===== src/rtl/keypad_pkg.sv =====
// Shared types and helpers for the 4x4 keypad scanner.
// Scan state encoding plus column-vector utilities.
package keypad_pkg;

  typedef enum logic [2:0] {
    SETTLE,
    SAMPLE,
    DEBOUNCE,
    EMIT,
    HOLD,
    RELEASE
  } scan_state_t;

  function automatic logic [1:0] onehot4_to_idx(
    input logic [3:0] v
  );
    logic [1:0] idx;
    idx = 2'd0;
    for (int i = 0; i < 4; i++) begin
      if (v[i]) idx = 2'(i);
    end
    return idx;
  endfunction

  function automatic logic multi_hot(
    input logic [3:0] v
  );
    return (v & (v - 4'd1)) != 4'd0;
  endfunction

endpackage


===== src/rtl/col_sync.sv =====
// Two-flop synchroniser for the raw keypad columns.
// Cleared asynchronously so no stale press survives reset.
module col_sync (
  input  logic       clk,
  input  logic       clr_n,
  input  logic [3:0] d,
  output logic [3:0] q
);

  logic [3:0] s1;

  // two-stage metastability filter
  always_ff @(posedge clk or negedge clr_n) begin
    if (!clr_n) begin
      s1 <= '0;
      q  <= '0;
    end else begin
      s1 <= d;
      q  <= s1;
    end
  end

endmodule


===== src/rtl/keypad_scan_ctrl.sv =====
// Row strobe, settle/debounce timing and key events
// for a 4x4 matrix keypad with optional auto-repeat.
module keypad_scan_ctrl #(
  parameter int SETTLE_CYCLES   = 3,
  parameter int DEBOUNCE_CYCLES = 16,
  parameter int REPEAT_CYCLES   = 0,
  parameter int CNT_W           = 16
) (
  input  logic       clk,
  input  logic       reset,
  input  logic [3:0] cols,
  output logic [3:0] rows,
  output logic       key_valid,
  output logic [3:0] key_code,
  output logic       key_held,
  output logic       multi_err
);

  import keypad_pkg::*;

  localparam logic [CNT_W-1:0] SET_LAST =
    CNT_W'(SETTLE_CYCLES - 1);
  localparam logic [CNT_W-1:0] DB_LAST =
    CNT_W'(DEBOUNCE_CYCLES - 1);
  localparam logic [CNT_W-1:0] RPT_LAST =
    CNT_W'((REPEAT_CYCLES > 0) ? REPEAT_CYCLES - 1 : 0);
  localparam bit RPT_EN = (REPEAT_CYCLES != 0);
  localparam logic [CNT_W-1:0] ONE = CNT_W'(1);

  logic [3:0]       cols_s;
  scan_state_t      state;
  logic [CNT_W-1:0] timer;
  logic [1:0]       row_idx;
  logic [1:0]       col_idx;
  logic [1:0]       next_row;
  logic [3:0]       col_oh;
  logic             col_on;

  col_sync u_sync (
    .clk   (clk),
    .clr_n (reset),
    .d     (cols),
    .q     (cols_s)
  );

  assign next_row = row_idx + 2'd1;
  assign col_oh   = 4'b0001 << col_idx;
  assign col_on   = |(cols_s & col_oh);

  // scan FSM with timer and registered outputs
  always_ff @(posedge clk or negedge reset) begin
    if (!reset) begin
      state     <= SETTLE;
      timer     <= '0;
      row_idx   <= 2'd0;
      col_idx   <= 2'd0;
      rows      <= 4'b0001;
      key_valid <= 1'b0;
      key_code  <= 4'd0;
      key_held  <= 1'b0;
      multi_err <= 1'b0;
    end else begin
      key_valid <= 1'b0;
      multi_err <= 1'b0;
      unique case (state)
        SETTLE: begin
          if (timer == SET_LAST) begin
            state <= SAMPLE;
            timer <= '0;
          end else begin
            timer <= timer + ONE;
          end
        end
        SAMPLE: begin
          if (cols_s == 4'd0 || multi_hot(cols_s)) begin
            multi_err <= multi_hot(cols_s);
            row_idx   <= next_row;
            rows      <= 4'b0001 << next_row;
            state     <= SETTLE;
            timer     <= '0;
          end else begin
            col_idx <= onehot4_to_idx(cols_s);
            state   <= DEBOUNCE;
            timer   <= '0;
          end
        end
        DEBOUNCE: begin
          if (timer != DB_LAST) begin
            timer <= timer + ONE;
          end else if (cols_s == col_oh) begin
            key_valid <= 1'b1;
            key_code  <= {row_idx, col_idx};
            state     <= EMIT;
            timer     <= '0;
          end else begin
            row_idx <= next_row;
            rows    <= 4'b0001 << next_row;
            state   <= SETTLE;
            timer   <= '0;
          end
        end
        EMIT: begin
          key_held <= 1'b1;
          state    <= HOLD;
          timer    <= '0;
        end
        HOLD: begin
          if (!col_on) begin
            state <= RELEASE;
            timer <= '0;
          end else if (RPT_EN) begin
            if (timer == RPT_LAST) begin
              key_valid <= 1'b1;
              timer     <= '0;
            end else begin
              timer <= timer + ONE;
            end
          end
        end
        RELEASE: begin
          if (col_on) begin
            state <= HOLD;
            timer <= '0;
          end else if (timer == DB_LAST) begin
            key_held <= 1'b0;
            row_idx  <= next_row;
            rows     <= 4'b0001 << next_row;
            state    <= SETTLE;
            timer    <= '0;
          end else begin
            timer <= timer + ONE;
          end
        end
        default: begin
          state <= SETTLE;
          timer <= '0;
        end
      endcase
    end
  end

endmodule


===== config.mk =====
export PLATFORM = sky130hd
export DESIGN_NAME = keypad_scan_ctrl
export DESIGN_NICKNAME = d
export VERILOG_FILES = /design/src/rtl/keypad_pkg.sv /design/src/rtl/col_sync.sv /design/src/rtl/keypad_scan_ctrl.sv
export SDC_FILE = /design/constraint.sdc
export NUM_CORES = 1
export LEC_CHECK = 0
export BUFFER_PORTS_ARGS = -buffer_cell sky130_fd_sc_hd__buf_2
export CAP_MARGIN = 10
export CORE_MARGIN = 5
export CORE_UTILIZATION = 36
export CTS_CLUSTER_DIAMETER = 60
export CTS_CLUSTER_SIZE = 28
export DETAILED_ROUTE_END_ITERATION = 8
export PLACE_DENSITY_LB_ADDON = 0.08
export SYNTH_ARGS = -nofsm -noshare
export SYNTH_HDL_FRONTEND = slang
export SYNTH_HIERARCHICAL = 1
export SYNTH_SLANG_ARGS = --single-unit

===== constraint.sdc =====
create_clock -name clk -period 2.78 [get_ports clk]
set_input_delay 0.278 -clock clk [delete_from_list [all_inputs] [get_ports clk]]
set_output_delay 0.278 -clock clk [all_outputs]
set_load 0.01 [all_outputs]

==> impl.org, run 1 <==
** Run status
- Run status :: completed

** Synth
- Each instance of the synthesized netlist takes up on average 10.6 um^2.
- In the synthesized netlist, the number of instances is roughly 200.
- Ranked by total cell area, the synthesized netlist is headed by sky130_fd_sc_hd__dfrtp_1 47%, sky130_fd_sc_hd__ha_1 5.8%, sky130_fd_sc_hd__xnor2_1 4.8%.
- After synthesis, flip-flops and latches occupy roughly half of the total area.
- Post-synth EDFFs :: 0
- Of the post-synthesis cell area, the dominant cell type holds a little under half.
- Number of distinct library cells after synthesis :: 54
- Netlist area before placement :: roughly 2200 um^2
- Async SR Flop Fraction :: 100%
- The Yosys step of the flow raised 6 warnings.
- Predominant post-synthesis flop cell :: sky130_fd_sc_hd__dfrtp_1
- Counting flops and latches in the post-synthesis netlist gives 42.
- Summed over all instances, the cell type with the most area after synthesis is sky130_fd_sc_hd__dfrtp_1.
- Number of nets in the synthesized netlist :: 220

** Worst setup path
- For the worst setup path, the data required time is around 3.0 ns.
- The kind of cell with the highest combined delay along the critical path is simple AND/OR/NAND/NOR gates.
- CP Capture Type :: flop
- Cell-by-cell trace of the critical path :: or4_4 > or4_1 > nand4_1 > and3_1 > buf_12 > o21ai_0
- CP startpoint kind :: flop
- Slowest-stage cell, CP :: sky130_fd_sc_hd__or4_1
- The largest single stage delay on the critical path is a little under 0.7 ns.
- Source of the critical timing path :: timer[12]
- Startpoint of the worst-slack reg-to-reg timing path :: timer[12]
- Crit path kind :: flop to flop
- Of all nets on the critical path, the largest fanout is 14.
- Arrival time at the worst endpoint :: 2.65 ns
- Buf/Inv on CP :: 1

** Drt
- Total length of routed wires :: between 4 and 5 mm
- Residual DRC count :: 0
- Final routed wire length divided by cell count :: around 14 um
- Detailed-router iteration count before antenna repair :: 4
- The final route contains about 1.5k vias.
- Once detail routing completed, the nets flagged for antenna violations numbered 0.
- DR vias/cell :: approximately 5.0
- In this run, the number of DRC markers left after iteration 0 of detailed routing was 31.

** Worst hold path
- The tightest min-delay check is of the primary input to flop type.
- Launch point of the worst hold path :: cols[0]

** Final layout
- Counting the fill cells in the layout gives approximately 590.
- Diodes inserted :: 0
- In the final layout, the share of cells above drive strength 1 is 21.3%.
- Number of nets at the end of the flow :: 240
- Relative to the synthesized area, the layout overhead comes to 12.2%.

** Global route
- Global router's overall resource usage :: a little under an eighth
- Entering global routing, the biggest net connects 43 pins.
- Global-route wire length before repair :: slightly above 7 mm
- Antenna violations before repair :: 0
- Global route overflow :: 0
- The number of global-route vias before repair was ~1.5k.

** Timing
- Final setup violating endpoints :: 0
- Shortest clock period the worst path allows after layout :: 2.48 ns
- Once routing completed, OpenROAD measured the worst setup slack at 0.302 ns.
- The worst pin sits at a relative slew slack of between 30% and 40%.
- Achievable frequency :: about 0.40 GHz
- The number of pins with negative max-slew slack in the final report is 0.
- Across the routed clock network, the largest skew measured is around 0.0039 ns.
- Final worst path period share :: 89.1%
- For the pin with the worst max-slew slack, the measured transition is between 0.9 and 1 ns.
- RSZ-0062 raised after global routing :: no
- The final number of hold-violating endpoints came to 0.
- In the final timing run, aggregate negative setup slack is 0 ns.

** Floorplanning
- In this run the standard cell core region covers 5890 um^2.
- The floorplan has 28 rows.
- The die covers roughly 7700 um^2.
- I/O pin count :: 17
- Vert. Die Dim :: ~88 um
- Once the floorplan was initialized, standard cells occupied a little under two fifths of the core.
- Die extent in x :: between 80 and 90 um

** Clock network
- Setup bufs post-CTS :: 0
- Inserted Clock Buffers :: 5
- Clk slew on worst S/H paths :: roughly 0.080 ns
- Clock tree from TritonCTS :: built
- Cts repair resizes :: 0
- Clk sinks :: 42
- Hold buffers post-CTS :: 0
- The tree is rooted in a sky130_fd_sc_hd__clkbuf_8.
- The clock passes through at most 2 buffers.
- H-tree lvl count :: 2
- At the later pin of the worst-skew pair, clock insertion delay measures 0.29 ns.

** Place
- Post-detailed-placement half-perimeter wirelength :: roughly 2.9 mm
- Routability-driven placement finished with a final weighted congestion of around 0.81.
- IO buf count :: 16
- Placement-stage worst setup slack :: between 0.3 and 0.4 ns

** Pwr
- In this run the static leakage power is roughly 1.1 nW.
- Dividing total power by cell area gives a power density of about 830 nW/um^2.
- Worst IR drop on VDD :: 0.390 mV

** Run
- Maximum Capacitance Violations :: 0
-- layer usage --
metal  vias up  track usage (%)  part of all wire (%)
li1        758                -                     -
met1       733             14.9                    46
met2        18             20.5                    50
met3         4             2.26                   3.1
met4         0             4.46                   1.1
met5         -                0                     0
-- state kept, by name, summed over array words and instances, names as in the netlist --
register and count:
rows 4, u_sync/s1 4, key_valid 1, state 3, key_held 1, multi_err 1
key_code 4, col_idx 2, u_sync/q 4, timer 16, row_idx 2
-- cell families after synthesis --
logic type | after synthesis | share of synthesized area (%)
simple gates | 83 | 20.7
flops | 42 | 48.5
compound gates | 30 | 10.0
buf+inv | 15 | 3.35
xor+xnor | 14 | 5.66
fa+ha+maj | 11 | 6.23
mux | 9 | 5.54
-- layout by cell type, fill, tap and decap left out, types with 3 or more instances in the layout --
cell type and instances:
sky130_fd_sc_hd__dfrtp_1 41, sky130_fd_sc_hd__nor2_1 27, sky130_fd_sc_hd__buf_2 16, sky130_fd_sc_hd__xnor2_1 12
sky130_fd_sc_hd__ha_1 10, sky130_fd_sc_hd__nand2_1 9, sky130_fd_sc_hd__inv_1 8, sky130_fd_sc_hd__nor3_1 7
sky130_fd_sc_hd__a21oi_1 7, sky130_fd_sc_hd__o21ai_0 6, sky130_fd_sc_hd__clkbuf_8 6, sky130_fd_sc_hd__nor2b_1 5
sky130_fd_sc_hd__mux2_4 5, sky130_fd_sc_hd__nand3_1 4, sky130_fd_sc_hd__nor4_1 4, sky130_fd_sc_hd__mux2_2 4
sky130_fd_sc_hd__and3_1 4, sky130_fd_sc_hd__or4_1 3, sky130_fd_sc_hd__buf_4 3
-- power by group --
part           total (mW)  switching (mW)  internal [mW]
combinational       0.776           0.388          0.388
clock               0.402           0.201          0.200
sequential          0.839           0.122          0.716
-- area by class of cell --
class / count / area (um^2) / area share (%)
Sequential cell: 42 / 1050 / 43.2
Multi-Input combinational cell: 147 / 1040 / 42.9
Timing Repair Buffer: 20 / 123 / 5.04
Tap cell: 75 / 93.8 / 3.86
Clock buffer: 7 / 86.3 / 3.55
Inverter: 8 / 30.0 / 1.23
Clock inverter: 1 / 5.00 / 0.206
-- metrics by stage --
stage | hold WS [ns] | util [%] | area, um^2 | total power [mW] | std cells
after floorplan | -0.0176 | - | 2170 | 1.43 | 204
after global placement | 0.332 | 39.8 | 2340 | 1.62 | 292
after detailed placement | 0.336 | 39.8 | 2340 | 1.64 | 292
after CTS | 0.0788 | 41.3 | 2430 | 2.06 | 300
after global routing | 0.0740 | 41.3 | 2430 | 2.17 | 300
final | 0.0935 | 41.3 | 2430 | 2.02 | 300
-- worst paths after layout --
kind,end,slack (ns),cells past startpoint
worst min-delay path,u_sync/s1[0],0.09,1
min in group asynchronous,u_sync/q[0],0.13,1
worst max-delay path,timer[8],0.30,6
max in group asynchronous,timer[5],2.09,1
worst min register to register,u_sync/q[0],0.35,0
worst max register to register,timer[8],0.30,6
-- synthesized netlist by cell type (2+ instances only) --
| cell | number |
|---|---|
| sky130_fd_sc_hd__mux2_2 | 4 |
| sky130_fd_sc_hd__nand4_1 | 2 |
| sky130_fd_sc_hd__xor2_1 | 2 |
| sky130_fd_sc_hd__xnor2_1 | 12 |
| sky130_fd_sc_hd__clkbuf_1 | 3 |
| sky130_fd_sc_hd__a21oi_1 | 7 |
| sky130_fd_sc_hd__nor3_1 | 7 |
| sky130_fd_sc_hd__ha_1 | 10 |
| sky130_fd_sc_hd__and3_1 | 4 |
| sky130_fd_sc_hd__mux2_4 | 5 |
| sky130_fd_sc_hd__dfrtp_1 | 41 |
| sky130_fd_sc_hd__nor3b_1 | 2 |
| sky130_fd_sc_hd__or2_2 | 2 |
| sky130_fd_sc_hd__nor4b_1 | 2 |
| sky130_fd_sc_hd__nor4_1 | 4 |
| sky130_fd_sc_hd__and2_1 | 2 |
| sky130_fd_sc_hd__nand2_1 | 9 |
| sky130_fd_sc_hd__nand3_1 | 4 |
| sky130_fd_sc_hd__buf_4 | 2 |
| sky130_fd_sc_hd__inv_1 | 8 |
| sky130_fd_sc_hd__or4_1 | 3 |
| sky130_fd_sc_hd__nor2_1 | 27 |
| sky130_fd_sc_hd__o41ai_1 | 2 |
| sky130_fd_sc_hd__o21ai_0 | 6 |
| sky130_fd_sc_hd__nor2b_1 | 5 |
(Power assumes the default switching activity.)
==> run 2: changes to the inputs <==
- SKIP_LAST_GASP: unset -> 1
- SYNTH_HIERARCHICAL: 1 -> unset
==> run 2 against run 1 <==
Compared with the run above:
- design area is 0.26% lower
- combinational power fell by 15%
- cell count is 2.0% higher
- register-to-register slack better by 0.03 ns
- largest power group unchanged
- highest routed layer unchanged
==> impl.org, run 2 <==
** Run status
- Run status :: completed (unchanged)

** Worst setup path
- Slowest-stage cell, CP :: sky130_fd_sc_hd__or4_4 (was sky130_fd_sc_hd__or4_1)
- Arrival time at the worst endpoint :: 2.62 ns (was 2.65 ns)
- CP Capture Type :: flop (unchanged)
- The category of the most critical setup path is flop to flop (unchanged).
- The startpoint type of the worst setup path is a flop (unchanged).
- The count of buffer and inverter cells on the critical path is 0 (was 1).
- Required time at the worst-slack endpoint :: 2.96 ns (was 2.95 ns)
- Worst-path fanout max :: 18 (was 14)
- Top cell family by delay on the critical path :: simple AND/OR/NAND/NOR gates (unchanged)
- Cell-by-cell trace of the critical path :: or4_4 > nor4_1 > o22a_1 > o21ai_0 > mux2_2 (was or4_4 > or4_1 > nand4_1 > and3_1 > buf_12 > o21ai_0)
- The maximum single-stage delay on the critical path came to 0.58 ns (was 0.68 ns).

** Final layout
- The number of inserted diodes came to 0 (unchanged).
- Flip-flop count of the largest register, all copies and words added :: 16 (unchanged)
- Area delta synth->final :: 11.5% (was 12.2%)
- The area taken by multi-input logic gates came to 1050 um^2 (was 1040 um^2).
- The most common library cell in the layout ignoring fill and taps was sky130_fd_sc_hd__dfrtp_1 (unchanged).
- Commonest cells after routing, fill and taps aside: 41 x sky130_fd_sc_hd__dfrtp_1, 16 x sky130_fd_sc_hd__nor2_1, 16 x sky130_fd_sc_hd__buf_2 (was 41 x sky130_fd_sc_hd__dfrtp_1, 27 x sky130_fd_sc_hd__nor2_1, 16 x sky130_fd_sc_hd__buf_2).
- Filler cells :: 595 (was 593)
- The fraction of layout instances using a drive strength above 1 came to 19.0% (was 21.3%).
- The register ranked first by flip-flop count is timer (unchanged).
- The area used by sequential logic in the layout was 1050 um^2 (unchanged).
- The count of nets after finishing came to 246 (was 240).

** Clock network
- Clock latency at the later pin of the worst-skew pair :: 0.29 ns (about the same)
- Clk slew on worst S/H paths :: 0.09 ns (was 0.08 ns)
- The clock root buffer is sky130_fd_sc_hd__clkbuf_8 (unchanged).
- Inserted Clock Buffers :: 5 (unchanged)
- Hold buffers post-CTS :: 0 (unchanged)
- Clk sinks :: 42 (unchanged)
- Clock tree from TritonCTS :: built (unchanged)
- H-tree lvl count :: 2 (unchanged)
- The number of resized instances in the post-cts repair step came to 0 (unchanged).
- The post-CTS repair timing setup buffer count was 0 (unchanged).
- Maximum buffer depth of the clock tree :: 2 (unchanged)

** Synth
- Share of Yosys cell area claimed by the top area cell type :: 47.1% (was 47.3%)
- Mux contribution to synthesized area :: 4.60% (was 5.54%)
- Post-synthesis simple-gate area fraction :: 21.4% (was 20.7%)
- Combinational family with the most area after synthesis :: simple AND/OR/NAND/NOR gates (unchanged)
- Number of distinct library cells after synthesis :: 49 (was 54)
- Area contributors post-synth: sky130_fd_sc_hd__dfrtp_1 47%, sky130_fd_sc_hd__ha_1 5.7%, sky130_fd_sc_hd__mux2_2 4.1% (was sky130_fd_sc_hd__dfrtp_1 47%, sky130_fd_sc_hd__ha_1 5.8%, sky130_fd_sc_hd__xnor2_1 4.8%).
- The fraction of the yosys area taken by sequential cells is 48.3% (was 48.5%).
- The post-synthesis instance total was 213 (was 204).
- The number of synthesis warnings was 0 (was 6).
- The post-synthesis xor/xnor area fraction came to 3.22% (was 5.65%).
- Post-synth EDFFs :: 0 (unchanged)
- Async SR Flop Fraction :: 100% (unchanged)
- The number of synthesized register bits was 42 (unchanged).
- The leading area contributor after synthesis is sky130_fd_sc_hd__dfrtp_1 (unchanged).
- The prevailing post-synth register cell is sky130_fd_sc_hd__dfrtp_1 (unchanged).
- Top cells by instance count after synthesis: 41 x sky130_fd_sc_hd__dfrtp_1, 16 x sky130_fd_sc_hd__nor2_1, 14 x sky130_fd_sc_hd__nand2_1, 14 x sky130_fd_sc_hd__o21ai_0, 11 x sky130_fd_sc_hd__nor3_1 (was 41 x sky130_fd_sc_hd__dfrtp_1, 27 x sky130_fd_sc_hd__nor2_1, 12 x sky130_fd_sc_hd__xnor2_1).
- The adder and majority gate portion of the synthesized area is 6.21% (was 6.23%).
- Complex-gate fraction of the synthesized area :: 13.0% (was 10.0%)
- Most common cell in the synthesized netlist :: sky130_fd_sc_hd__dfrtp_1 (unchanged)
- Avg Cell Area, Syn :: 10.2 um^2 (was 10.6 um^2)
- Netlist area before placement :: 2180 um^2 (was 2170 um^2)
- The net count of the mapped netlist was 229 (was 220).

** Pwr
- The static power due to leakage came to 1.11 nW (was 1.13 nW).
- The largest vdd supply drop came to 0.328 mV (was 0.390 mV).
- The total power of the final layout was 1.88 mW (was 2.02 mW).
- The total power divided by cell area was 774 nW/um^2 (was 829 nW/um^2).

** Timing
- Max transition margin :: 36.5% (was 38.3%)
- Worst-margin pin slew :: 0.945 ns (was 0.925 ns)
- Clk_skew :: 0.00845 ns (was 0.00394 ns)
- Shortest clock period the worst path allows after layout :: 2.44 ns (was 2.48 ns)
- Final setup violating endpoints :: 0 (unchanged)
- The final cycle utilization of the critical path came to 87.9% (was 89.1%).
- The maximum clock frequency was 0.409 GHz (was 0.404 GHz).
- The total negative setup slack came to 0 ns (unchanged).
- Final hold violations :: 0 (unchanged)
- RSZ-0062 raised after global routing: no (unchanged).
- The number of pins with negative max-slew slack in the final report was 0 (unchanged).

** Place
- IO buf count :: 16 (unchanged)
- The final weighted congestion in routability-driven placement is 0.740 (was 0.810).
- Post-detailed-placement half-perimeter wirelength :: 2.99 mm (was 2.94 mm)

** Drt
- The number of nets still failing antenna checks after routing is 0 (unchanged).
- The post-detailed-route DRC marker count is 0 (unchanged).
- The detailed-router iteration count before antenna repair is 4 (unchanged).
- Total length of routed wires :: 4.20 mm (was 4.08 mm)
- Via count :: 1,628 (was 1,513)
- Violation count after the first detailed-routing iteration :: 81 (was 31)
- The routed wirelength normalized by instance count is 13.7 um (was 13.6 um).
- DR vias/cell :: 5.32 (was 5.04)

** Global route
- Antenna violations before repair :: 0 (unchanged)
- The overall global routing resource usage was 12.2% (was 12.0%).
- The largest net degree at the start of global routing came to 43 (unchanged).
- The number of global-route vias before repair is 1,520 (was 1,543).
- The final global-route overflow total is 0 (unchanged).
- The first-pass GRT wire length came to 7.47 mm (was 7.21 mm).

** Floorplanning
- The die boundary height is 87.8 um (was 87.6 um).
- The number of ports placed on the die boundary is 17 (unchanged).
- Floorplan row count :: 28 (unchanged)
- Die extent in x :: 87.8 um (was 87.6 um)
- Die area :: 7700 um^2 (was 7680 um^2)
- Placeable core area :: 5890 um^2 (unchanged)
- The starting density of the core came to 37.0% (was 36.8%).

** Run
- The max-cap violation count is 0 (unchanged).

** Worst hold path
- Classification of the worst-slack hold path :: primary input to flop (unchanged)
## run 2: changes by cell type after synthesis, sizes merged, moves of 4 or more
cell and delta:
xnor2 -6, nor3 +4, o21ai +7, nor2 -11, a21o +5, nor4 +4
nand2 +4
## run 2: final timing paths
check,from,endpoint,slack (ns),cells after the start
min,cols[1],u_sync.s1[1],0.09,1
max,timer[12],timer[14],0.34,5
max in group asynchronous,reset,timer[8],2.08,1
min in group asynchronous,reset,multi_err,0.12,1
min reg2reg,u_sync.s1[0],u_sync.q[0],0.35,0
max reg2reg,timer[12],timer[14],0.34,5
## run 2: layout make-up
class                           instances  area share [%]
Inverter                                7            1.08
Multi-Input combinational cell        154            43.5
Clock inverter                          3           0.876
Sequential cell                        42            43.4
Timing Repair Buffer                   20            4.54
Tap cell                               75            3.87
Clock buffer                            5            2.84
## run 2: through the flow
stage                     setup slack (ns)  utilization (%)  std cells  instance area [um^2]  hold slack (ns)
final                                0.335             41.2        306                  2430           0.0853
after global routing                0.0988             41.2        306                  2430           0.0698
after CTS                            0.332             41.2        306                  2430           0.0750
after detailed placement             0.342             39.7        298                  2340            0.335
after global placement               0.351             39.7        298                  2340            0.334
after floorplan                      0.417                -        213                  2180          -0.0176
## run 2: worst reg2reg max path, delay by kind of cell, from the launching register on
kind	cells	cell delay, ns
compound gates	2	0.70
flops	1	0.43
mux	1	0.27
simple gates	2	0.93
## run 2: where the power goes
part / total (mW) / leakage (nW) / switching, mW / internal, mW
Combinational: 0.662 / 0.512 / 0.371 / 0.291
Sequential: 0.825 / 0.550 / 0.111 / 0.713
Clock: 0.391 / 0.0441 / 0.215 / 0.176
## run 2: metal layers
metal  GRT usage (%)  share of wire (%)
met4            2.65                1.0
met5               0                  0
met1            17.5                 50
met2            18.2                 44
met3            3.48                4.3
## run 2: cell families (layout without fill, tap and decap cells)
| logic type | Yosys count | after routing |
|---|---|---|
| simple gates | 85 | 85 |
| flops | 42 | 42 |
| compound gates | 41 | 41 |
| buf+inv | 17 | 35 |
| fa+ha+maj | 11 | 11 |
| mux | 9 | 9 |
| xor+xnor | 8 | 8 |
